==> config.mk <==
export PLATFORM = sky130hd
export DESIGN_NAME = mem_req_ctrl
export DESIGN_NICKNAME = d
export VERILOG_FILES = /design/src/rtl/mem_req_ctrl.sv
export SDC_FILE = /design/constraint.sdc
export NUM_CORES = 1
export LEC_CHECK = 0
export ABC_AREA = 1
export CAP_MARGIN = 20
export CORE_MARGIN = 2
export CORE_UTILIZATION = 58
export DETAILED_ROUTE_END_ITERATION = 10
export PLACE_DENSITY = 0.84
export SLEW_MARGIN = 0
export SYNTH_ARGS = -nofsm -noshare
export SYNTH_HDL_FRONTEND = slang
export SYNTH_SLANG_ARGS = --single-unit
export TNS_END_PERCENT = 5
==> constraint.sdc <==
create_clock -name clk -period 3.55 [get_ports clk]
set_input_delay 0.71 -clock clk [delete_from_list [all_inputs] [get_ports clk]]
set_output_delay 0.71 -clock clk [all_outputs]
set_load 0.03 [all_outputs]
==> src/rtl/mem_req_ctrl.sv <==
// Request FIFO feeding a memory sequencer: each op drives a two-cycle strobe; reads return a held response.
// Define MEM_REQ_CTRL_LEVEL_EN to add the LEVEL output (current FIFO occupancy).
package mem_req_ctrl_pkg;
   localparam int unsigned ADDR_W = 3;
   localparam int unsigned DATA_W = 8;

   typedef struct packed {
      logic              wr;
      logic [ADDR_W-1:0] addr;
      logic [DATA_W-1:0] data;
   } req_t;
endpackage

module mem_req_ctrl
   import mem_req_ctrl_pkg::*;
#(
   parameter int unsigned DEPTH = 4
) (
   input  logic              clk,
   input  logic              rstn,
   input  logic              req_valid,
   output logic              req_ready,
   input  logic              req_wr,
   input  logic [ADDR_W-1:0] req_addr,
   input  logic [DATA_W-1:0] req_data,
   output logic              rsp_valid,
   input  logic              rsp_ready,
   output logic [DATA_W-1:0] rsp_data,
   output logic [ADDR_W-1:0] rsp_addr,
   output logic              mem_r,
   output logic              mem_w,
   output logic [ADDR_W-1:0] mem_adr,
   output logic [DATA_W-1:0] mem_i,
   input  logic [DATA_W-1:0] mem_o,
   output logic              busy
`ifdef MEM_REQ_CTRL_LEVEL_EN
   ,
   output logic [$clog2(DEPTH):0] level
`endif
);

   localparam int unsigned AW = $clog2(DEPTH);
   localparam int unsigned CW = AW + 1;

   typedef enum logic [1:0] {IDLE, CMD1, CMD2, RSP} state_t;

   state_t            state_q, state_d;
   req_t              fifo_mem [DEPTH];
   req_t              head;
   logic [AW-1:0]     wptr_q, rptr_q;
   logic [CW-1:0]     count_q, count_d;
   logic              push, pop;
   logic              ready_d, busy_d;
   logic              mem_r_d, mem_w_d, rsp_valid_d;
   logic [ADDR_W-1:0] mem_adr_d, rsp_addr_d;
   logic [DATA_W-1:0] mem_i_d, rsp_data_d;

   // Acceptance is gated only by the registered ready, so a same-cycle pop never admits a push when full.
   assign push    = req_valid & req_ready;
   assign head    = fifo_mem[rptr_q];
   assign count_d = count_q + CW'(push) - CW'(pop);
   assign ready_d = (count_d != CW'(DEPTH));
   assign busy_d  = (state_d != IDLE) || (count_d != '0);

   // Payload storage needs no reset; the pointers define what is valid.
   always_ff @(posedge clk) begin
      if (push) fifo_mem[wptr_q] <= req_t'({req_wr, req_addr, req_data});
   end

   always_ff @(posedge clk or negedge rstn) begin
      if (!rstn) begin
         wptr_q  <= '0;
         rptr_q  <= '0;
         count_q <= '0;
      end else begin
         if (push) wptr_q <= wptr_q + AW'(1);
         if (pop)  rptr_q <= rptr_q + AW'(1);
         count_q <= count_d;
      end
   end

   // Next state and next registered outputs; a pop always launches the head op into CMD1.
   always_comb begin
      state_d     = state_q;
      pop         = 1'b0;
      mem_r_d     = 1'b0;
      mem_w_d     = 1'b0;
      mem_adr_d   = mem_adr;
      mem_i_d     = mem_i;
      rsp_valid_d = 1'b0;
      rsp_data_d  = rsp_data;
      rsp_addr_d  = rsp_addr;
      case (state_q)
         IDLE: pop = (count_q != '0);
         CMD1: begin
            state_d = CMD2;
            mem_r_d = mem_r;
            mem_w_d = mem_w;
         end
         CMD2: begin
            if (mem_w) begin
               state_d = IDLE;
               pop     = (count_q != '0);
            end else begin
               state_d     = RSP;
               rsp_valid_d = 1'b1;
               rsp_data_d  = mem_o;
               rsp_addr_d  = mem_adr;
            end
         end
         RSP: begin
            if (rsp_ready) begin
               state_d = IDLE;
               pop     = (count_q != '0);
            end else begin
               rsp_valid_d = 1'b1;
            end
         end
         default: state_d = IDLE;
      endcase
      if (pop) begin
         state_d   = CMD1;
         mem_r_d   = ~head.wr;
         mem_w_d   = head.wr;
         mem_adr_d = head.addr;
         mem_i_d   = head.data;
      end
   end

   always_ff @(posedge clk or negedge rstn) begin
      if (!rstn) begin
         state_q   <= IDLE;
         req_ready <= 1'b0;
         rsp_valid <= 1'b0;
         rsp_data  <= '0;
         rsp_addr  <= '0;
         mem_r     <= 1'b0;
         mem_w     <= 1'b0;
         mem_adr   <= '0;
         mem_i     <= '0;
         busy      <= 1'b0;
      end else begin
         state_q   <= state_d;
         req_ready <= ready_d;
         rsp_valid <= rsp_valid_d;
         rsp_data  <= rsp_data_d;
         rsp_addr  <= rsp_addr_d;
         mem_r     <= mem_r_d;
         mem_w     <= mem_w_d;
         mem_adr   <= mem_adr_d;
         mem_i     <= mem_i_d;
         busy      <= busy_d;
      end
   end

`ifdef MEM_REQ_CTRL_LEVEL_EN
   assign level = count_q;
`endif

endmodule

Word level (Yosys, flattened, before mapping)
Memories as Yosys holds them, arrays and structs flattened.
Cells that the tools add are included.
{"block": "word_totals", "reg_bits": 36, "ram_bits": 48, "inputBits": 24, "out_inout_bits": 27, "wordCells": 47, "memories": 1}
{"name": "fifo_mem", "words": 4, "width": 12, "read_ports": 1, "rd_ports_with_merged_regs": 0, "write_ports": 1, "line": "48", "rtl": "req_t fifo_mem [DEPTH];"}
{"block": "op_classes", "addsub": 4, "n_eq_ne": 5, "muxes": 15, "bitwise": 3, "reduce_logical": 6}
{"operator": "$mux 1", "n": 9}
{"operator": "$mux 2", "n": 3}
{"operator": "$pmux 2 s3", "n": 1}
{"operator": "$reduce_bool 3->1", "n": 2}
{"operator": "$add 2x1->2 const B", "n": 2}
{"operator": "$eq 2x2->1 const B", "n": 2}
{"operator": "$add 3x1->3", "n": 1}
{"operator": "$ne 3x3->1 const B", "n": 1}
{"operator": "$pmux 1 s3", "n": 1}
{"operator": "$sub 3x1->3", "n": 1}
{"operator": "$eq 2x1->1 const B", "n": 1}
{"operator": "$logic_not 2->1", "n": 1}
{"operator": "$ne 2x2->1 const B", "n": 1}
{"operator": "$not 1->1", "n": 2}
{"operator": "$pmux 1 s2", "n": 1}
{"operator": "$reduce_and 2->1", "n": 1}
{"operator": "$reduce_bool 2->1", "n": 1}
{"operator": "$and 1x1->1", "n": 1}
{"operator": "$logic_or 1x1->1", "n": 1}

Longest topological paths before layout
{"block": "depth", "ltp_word": 6, "ltp_mapped": 17, "depth_no_buf": 16}

Worst setup path before layout
OpenSTA, ideal clock, no wires.
{"block": "synth_path", "path_type": "input port to flip-flop", "from": "input rsp_ready", "to": "register busy", "arrival_time_ns": 2.191, "path_slack_ns": 1.238, "path_stages": 16, "cell_sequence": "inv_1 -> nand3_1 -> nand2_4 -> inv_2 -> nand2_4 -> buf_6 -> nand2_1 -> nand2_1 -> ha_1 -> fa_1 -> inv_1 -> nand2_1 -> nand3_1 -> nand2_1 -> nor2_1 -> nand2_1"}
{"block": "synth_between", "elab_chain_len": 5, "word_cells_on_any_way": 9}
{"item": "from (decl)", "line": "27", "rtl": "input logic rsp_ready,"}
{"item": "$mux 1", "line": "112", "rtl": "if (rsp_ready) begin"}
{"item": "$pmux 1 s3", "line": "93", "rtl": "case (state_q)"}
{"item": "$sub 3x1->3", "line": "61", "rtl": "assign count_d = count_q + CW'(push) - CW'(pop);"}
{"item": "net count_d[2]", "line": "51", "rtl": "logic [CW-1:0] count_q, count_d;"}
{"item": "$reduce_bool 3->1", "line": "63", "rtl": "assign busy_d = (state_d != IDLE) || (count_d != '0);"}
{"item": "$logic_or 1x1->1", "line": "63"}
{"item": "net busy_d", "line": "53", "rtl": "logic ready_d, busy_d;"}
{"item": "to (signal assigned)", "line": "152", "rtl": "busy <= busy_d;"}
{"item": "to (decl)", "line": "35", "rtl": "output logic busy"}
The timed path passes the listed nets, and every way through them passes these cells.
A chain may end at the register's enable or synchronous reset.

Final worst setup path
Same ends and word-level chain as after synthesis.

==> metrics <==
Pleak=2.10 nW; DRT Wirelength=6560 um; total power=3.91 mW; Slew Viols, Final=0; area leader, netlist=edfxtp_1; Rows=28; vias in the first global route=2426; final hold vios=0; htree depth=3; commonest non-fill, non-tap cell in the layout=nand2_1; Req. time, crit path=3800 ps; met2 WL=3260 um; Bufs and invs on worst path=4; Avg Cell Area, Syn=9.85 um2; Util after Layout=72.6%; Post-CTS Setup Bufs=0; mapped cell area=0.00357 mm2; DRC=0; Power Density=903 mW/mm2; Max Used Layer=met4; Yosys warnings=0; Area Overhead vs Synth=21.0%; number of CTS-inserted buffers=9; setup slack, reg-to-reg=1170 ps; CTS Hold Buffers Added=0; Met1 Routed Length=2710 um; Worst Tran Pin Value=772 ps; CP Max Fanout=14; Synth top area share=40.3%; initial antenna violation count=0; setup repair after global routing missed its margin=no; first-pass GRT wire length=10600 um; met3 wire length=453 um; Placeable Area=0.00596 mm2; remaining global-route overflow=0; area post-placement=0.00414 mm2; Synth Register Bits=84; layout cells sized above 1=6.84%; synthesized net count=393; Initial DRC Count=97; Netlist cell types=21; CTS tree=yes; Root Driver=clkbuf_8; DP HPWL=4280 um; largest net degree at the start of global routing=37; Peak Freq=393 MHz; # setup viols final=0; clk slew on worst S/H paths=80 ps; clk_skew=9.25 ps; DR WL/cell=13.1 um; FF-to-FF path depth=15; maximum vdd drop=535 uV; Crit Path Category=primary input to flip-flop; die area=0.00681 mm2; Sink Count=84; Worst-Skew Late Latency=360 ps; outcome=finished clean; dpl ws=629 ps; gr usage total=21.7%; Startpoint Class=primary input; Final ANT Viol Nets=0; Sum Neg Setup Slack=0 ps; Hold WC Path Type=primary input to async pin; Post-Syn Instances=363; sequential fraction of the synthesis area=65.5%; Critical-path top delay cell=clkdlybuf4s50_1; slew margin rel.=48.5%; CP Cell Sequence=clkdlybuf4s50_1 > inv_1 > nand3_1 > nand2_4 > inv_2 > nand2_4 > nand2_1 > nand2_1 > ha_1 > fa_1 > inv_1 > nand2_1 > nand3_1 > nand2_1 > nor2_1 > nand2_1; R2R Path Start=mem_w$_DFFE_PN0P_; post-route cell area=0.00433 mm2; Initial Util=60.0%; commonest non-fill, non-tap cells in the layout=nand2_1 (132), inv_1 (73), clkdlybuf4s50_1 (49); most used cell, CP=nand2_1; slowest stage delay, CP=460 ps; # resized after CTS=0; Final Cycle Share=71.7%; vias per std cell=4.93; top post-synthesis cells by area=edfxtp_1 (40%), dfrtp_1 (25%), nand2_1 (14%), inv_1 (7.7%), nand3_1 (3.8%); Max Root-Sink Buffers=2; Worst setup EP type=flip-flop; Die X=82.5 um; Final #Nets=449; vias=2460; DR pass1 iterations=4; I/O Buffers=50; MaxCap Viol Count=0; critical path's top delay family=simple AND/OR/NAND/NOR gates; io pins=51; Die Ht=82.5 um; final worst setup slack=1000 ps; fill cell count=435; Reg2Reg Capture Point=busy$_DFF_PN0_; diode count=0; crit path time final=2550 ps; routability cong.=0.741; CP arrival=2800 ps
==> logic make-up (layout without fill, tap and decap cells) <==
kind of cell / count (synthesis) / in the layout / synth area share [%]
compound gates: 13 / 13 / 1.82
buf+inv: 86 / 147 / 9.94
fa+ha+maj: 6 / 6 / 2.31
flops: 84 / 84 / 65.5
xor+xnor: 2 / 2 / 0.490
simple gates: 172 / 172 / 19.9
==> synthesized netlist by cell type <==
cell	instances
nand2_1	132
inv_1	73
edfxtp_1	48
dfrtp_1	36
nand3_1	27
o21ai_0	12
nor2_1	7
buf_2	5
ha_1	5
buf_4	3
buf_6	2
inv_2	2
nand2_4	2
xor2_1	2
a21oi_1	1
clkbuf_1	1
fa_1	1
nand2_2	1
nand3_2	1
nor2_4	1
nor3_1	1
==> sequential cells by signal, indices dropped and copies added, names as in the netlist <==
register and cells:
fifo_mem 48, mem_i 8, rsp_data 8, count_q 3, mem_adr 3, rsp_addr 3, rptr_q 2, state_q 2
wptr_q 2, busy 1, mem_r 1, mem_w 1, req_ready 1, rsp_valid 1
==> report_power, final <==
group	internal, mW	switching, mW	total [mW]
Clock	0.337	0.318	0.654
Sequential	1.35	0.175	1.53
Combinational	0.621	1.11	1.73
Total	2.31	1.60	3.91
==> worst max-delay path by stage <==
stage / start / to / slack [ps] / cells after the start
after CTS: rsp_ready / busy$_DFF_PN0_ / 1000 / 16
after detailed placement: rsp_ready / busy$_DFF_PN0_ / 630 / 16
after global routing: rsp_ready / busy$_DFF_PN0_ / 800 / 16
final: rsp_ready / busy$_DFF_PN0_ / 1000 / 16
after global placement: rsp_ready / busy$_DFF_PN0_ / 720 / 16
after floorplan: rsp_ready / busy$_DFF_PN0_ / 1240 / 16
==> layer usage <==
metal	track usage, %	vias to the layer above
met5	0	-
met4	12.8	0
met3	4.57	11
met2	37.0	80
met1	25.2	1148
li1	-	1221
==> area by class of cell <==
type                    count  area (um2)  area share, %
clock buffers              10         138           3.18
clock inverters             6        53.8           1.24
inverters                  75         282           6.51
multi-input cells         193         877           20.3
flip-flops and latches     84        2340           54.1
well taps                  75        93.8           2.17
repair buffers             56         541           12.5
==> stage by stage <==
step | hold WS (ps) | instances
after floorplan | 414 | 363
after global placement | 466 | 483
after global routing | 485 | 499
after detailed placement | 475 | 483
after CTS | 444 | 499
final | 426 | 499
No activity file was read; power rests on OpenSTA's default activity.
==> variant (config.mk and constraints unchanged) <==
Make the reset (`rstn`) synchronous in 2 clocked blocks.
--- a/src/rtl/mem_req_ctrl.sv
+++ b/src/rtl/mem_req_ctrl.sv
@@ -69,3 +69,3 @@
 
-   always_ff @(posedge clk or negedge rstn) begin
+   always_ff @(posedge clk) begin
       if (!rstn) begin
@@ -129,3 +129,3 @@
 
-   always_ff @(posedge clk or negedge rstn) begin
+   always_ff @(posedge clk) begin
       if (!rstn) begin
Formal check against the unedited RTL: differs if rstn is asserted again (counterexample within 4 cycles, from zero or initial values and one cycle with rstn low); with rstn held inactive, the same outputs for 10 cycles.
==> variant against the original RTL <==
Routed wire length fell by 5.7%. Final area is 4.2% lower. Clock skew grew 0.0027 ns. Sequential cell count up 2. Cell count shrank 3.8%. Critical path type unchanged. Area after synthesis is 5.1% lower. Clock power up 3%. Largest cell class unchanged. Total power is 11% lower. Die area is 4.8% lower. Setup slack got worse by 0.037 ns.
==> variant: results (changes against the original RTL) <==
| Metric | Value |
|---|---|
| DRC errors left | `0 (unchanged)` |
| Synthesis Warnings | `0 (unchanged)` |
| Net Count, Synth | `380 (-3.3%)` |
| Post-synthesis adder-cell area fraction | `2.43% (+0.12 points)` |
| Nets | `433 (-3.6%)` |
| Clock latency on the worst-skew pair | `0.36 ns (about the same)` |
| Slew @ Worst Pin | `0.843 ns (+0.0711 ns)` |
| Final wirelength | `6.19 mm (-5.7%)` |
| Overall Global Routing Usage | `21.2% (-0.42 points)` |
| Prevailing post-synth register cell | `edfxtp_1` |
| GP Congestion | `0.834 (+13%)` |
| Vias in the first global route | `2,318 (-4.5%)` |
| Maximum VDD drop | `0.000466 V (-13%)` |
| Clock skew | `0.0119 ns (+0.00268 ns)` |
| R2r endpoint | `busy$_SDFF_PN0_` |
| CP max FO | `24 (+10)` |
| Slowest stage delay, CP | `0.43 ns (-0.03 ns)` |
| Slowest CP cell | `fa_1` |
| Worst endpoint data arrival time | `2.83 ns (+0.03 ns)` |
| Hpwl dp | `4.20 mm (-1.8%)` |
| Global-route wire length before repair | `10.2 mm (-3.9%)` |
| Met1 Use GR | `25.8% (+0.68 points)` |
| Layout cells sized above 1 | `7.35% (+0.51 points)` |
| Post-Synth XOR/XNOR Area | `0.258% (-0.23 points)` |
| Hold depth | `2` |
| M2 GR Usage | `35.6% (-1.4 points)` |
| Via count | `2,384 (-3.1%)` |
| Initial antenna violation count | `0 (unchanged)` |
| Largest net degree at the start of global routing | `26 (-30%)` |
| FILL cells | `379 (-13%)` |
| Status | `completed` |
| Reg2Reg Setup Slack | `1.28 ns (+0.11 ns)` |
| Top cells by area, synth | `edfxtp_1, dfxtp_1, nor2_1` |
| Synth cell types | `22 (+4.8%)` |
| Worst r2r src | `mem_w$_SDFFE_PN0P_` |
| Max clock buf depth | `2 (unchanged)` |
| Biggest regs | `fifo_mem (48), mem_i (8), rsp_data (8)` |
| Initial drt markers | `152 (+57%)` |
| Reg2reg path depth | `13 (-2)` |
| Worst hold path class | `flop to flop` |
| Top cells by count, synth | `nor2_1, nand2_1, edfxtp_1, dfxtp_1, o21ai_0` |
| Sequential area share after synthesis | `64.9% (-0.63 points)` |
| Synth Area in Compound Gates | `7.30% (+5.5 points)` |
| Leak pwr | `0.00167 uW (-20%)` |
| Async S/R FF share, synth | `0% (-43 points)` |
| CTS Buf Count | `9 (unchanged)` |
| Antenna diode count | `0 (unchanged)` |
| Post_cts resized | `0 (unchanged)` |
| Met3 usage | `5.39% (+0.83 points)` |
-- variant: changes by cell type after synthesis, moves of 23 or more --
| cell | before | now |
|---|---|---|
| inv_1 | 73 | 30 |
| o21ai_0 | 12 | 35 |
| dfxtp_1 | 0 | 38 |
| dfrtp_1 | 36 | 0 |
| nor2_1 | 7 | 94 |
| nand2_1 | 132 | 57 |
-- variant: layout make-up --
type | count | area [um2] | share of cell area [%]
well taps | 72 | 90.1 | 2.17
repair buffers | 55 | 538 | 13.0
clock buffers | 9 | 124 | 2.99
inverters | 31 | 121 | 2.93
flip-flops and latches | 86 | 2200 | 53.1
clock inverters | 7 | 73.8 | 1.78
multi-input cells | 220 | 996 | 24.0
-- variant: stage by stage --
stage / cells / hold slack [ns] / setup slack, ns / utilization, % / area (um2)
6_report: 480 / 0.474 / 0.968 / 74.4 / 4150
5_1_grt: 480 / 0.490 / 0.730 / 74.4 / 4150
4_1_cts: 480 / 0.482 / 0.968 / 74.4 / 4150
3_5_place_dp: 464 / 0.470 / 0.588 / 70.8 / 3950
3_3_place_gp: 464 / 0.454 / 0.662 / 70.8 / 3950
2_1_floorplan: 350 / 0.466 / 1.18 / - / 3390
-- variant: worst max path at each step --
stage                                  to  depth (start not counted)  startpoint
after CTS                 busy$_SDFF_PN0_                         14   rsp_ready
after floorplan           busy$_SDFF_PN0_                         14   rsp_ready
final                     busy$_SDFF_PN0_                         14   rsp_ready
after detailed placement  busy$_SDFF_PN0_                         14   rsp_ready
after global placement    busy$_SDFF_PN0_                         14   rsp_ready
after global routing      busy$_SDFF_PN0_                         14   rsp_ready
-- variant: per-layer routing --
layer	up-vias	wire length, um
li1	1229	-
met1	1044	2670
met2	98	2930
met3	13	470
met4	0	110
met5	-	0
-- variant: where the power goes --
part           internal (uW)  total [uW]  switching (uW)  leakage [uW]
registers               1260        1410             141      0.000749
clock network            328         673             344      0.000105
logic                    518        1410             887      0.000815
total                   2110        3480            1370       0.00167
-- variant: logic make-up after synthesis --
group / count (synthesis)
AOI/OAI and AO/OA: 48
adders and majority gates: 6
buffers and inverters: 44
xor gates and xnor gates: 1
DFF: 86
and+or+nand+nor: 165
-- variant: worst min-delay path, delay by kind of cell, from the launching register on --
family / cells / cell delay (ns)
flip-flops: 1 / 0.31
buffers and inverters: 1 / 0.07
AO/OA/AOI/OAI: 1 / 0.06
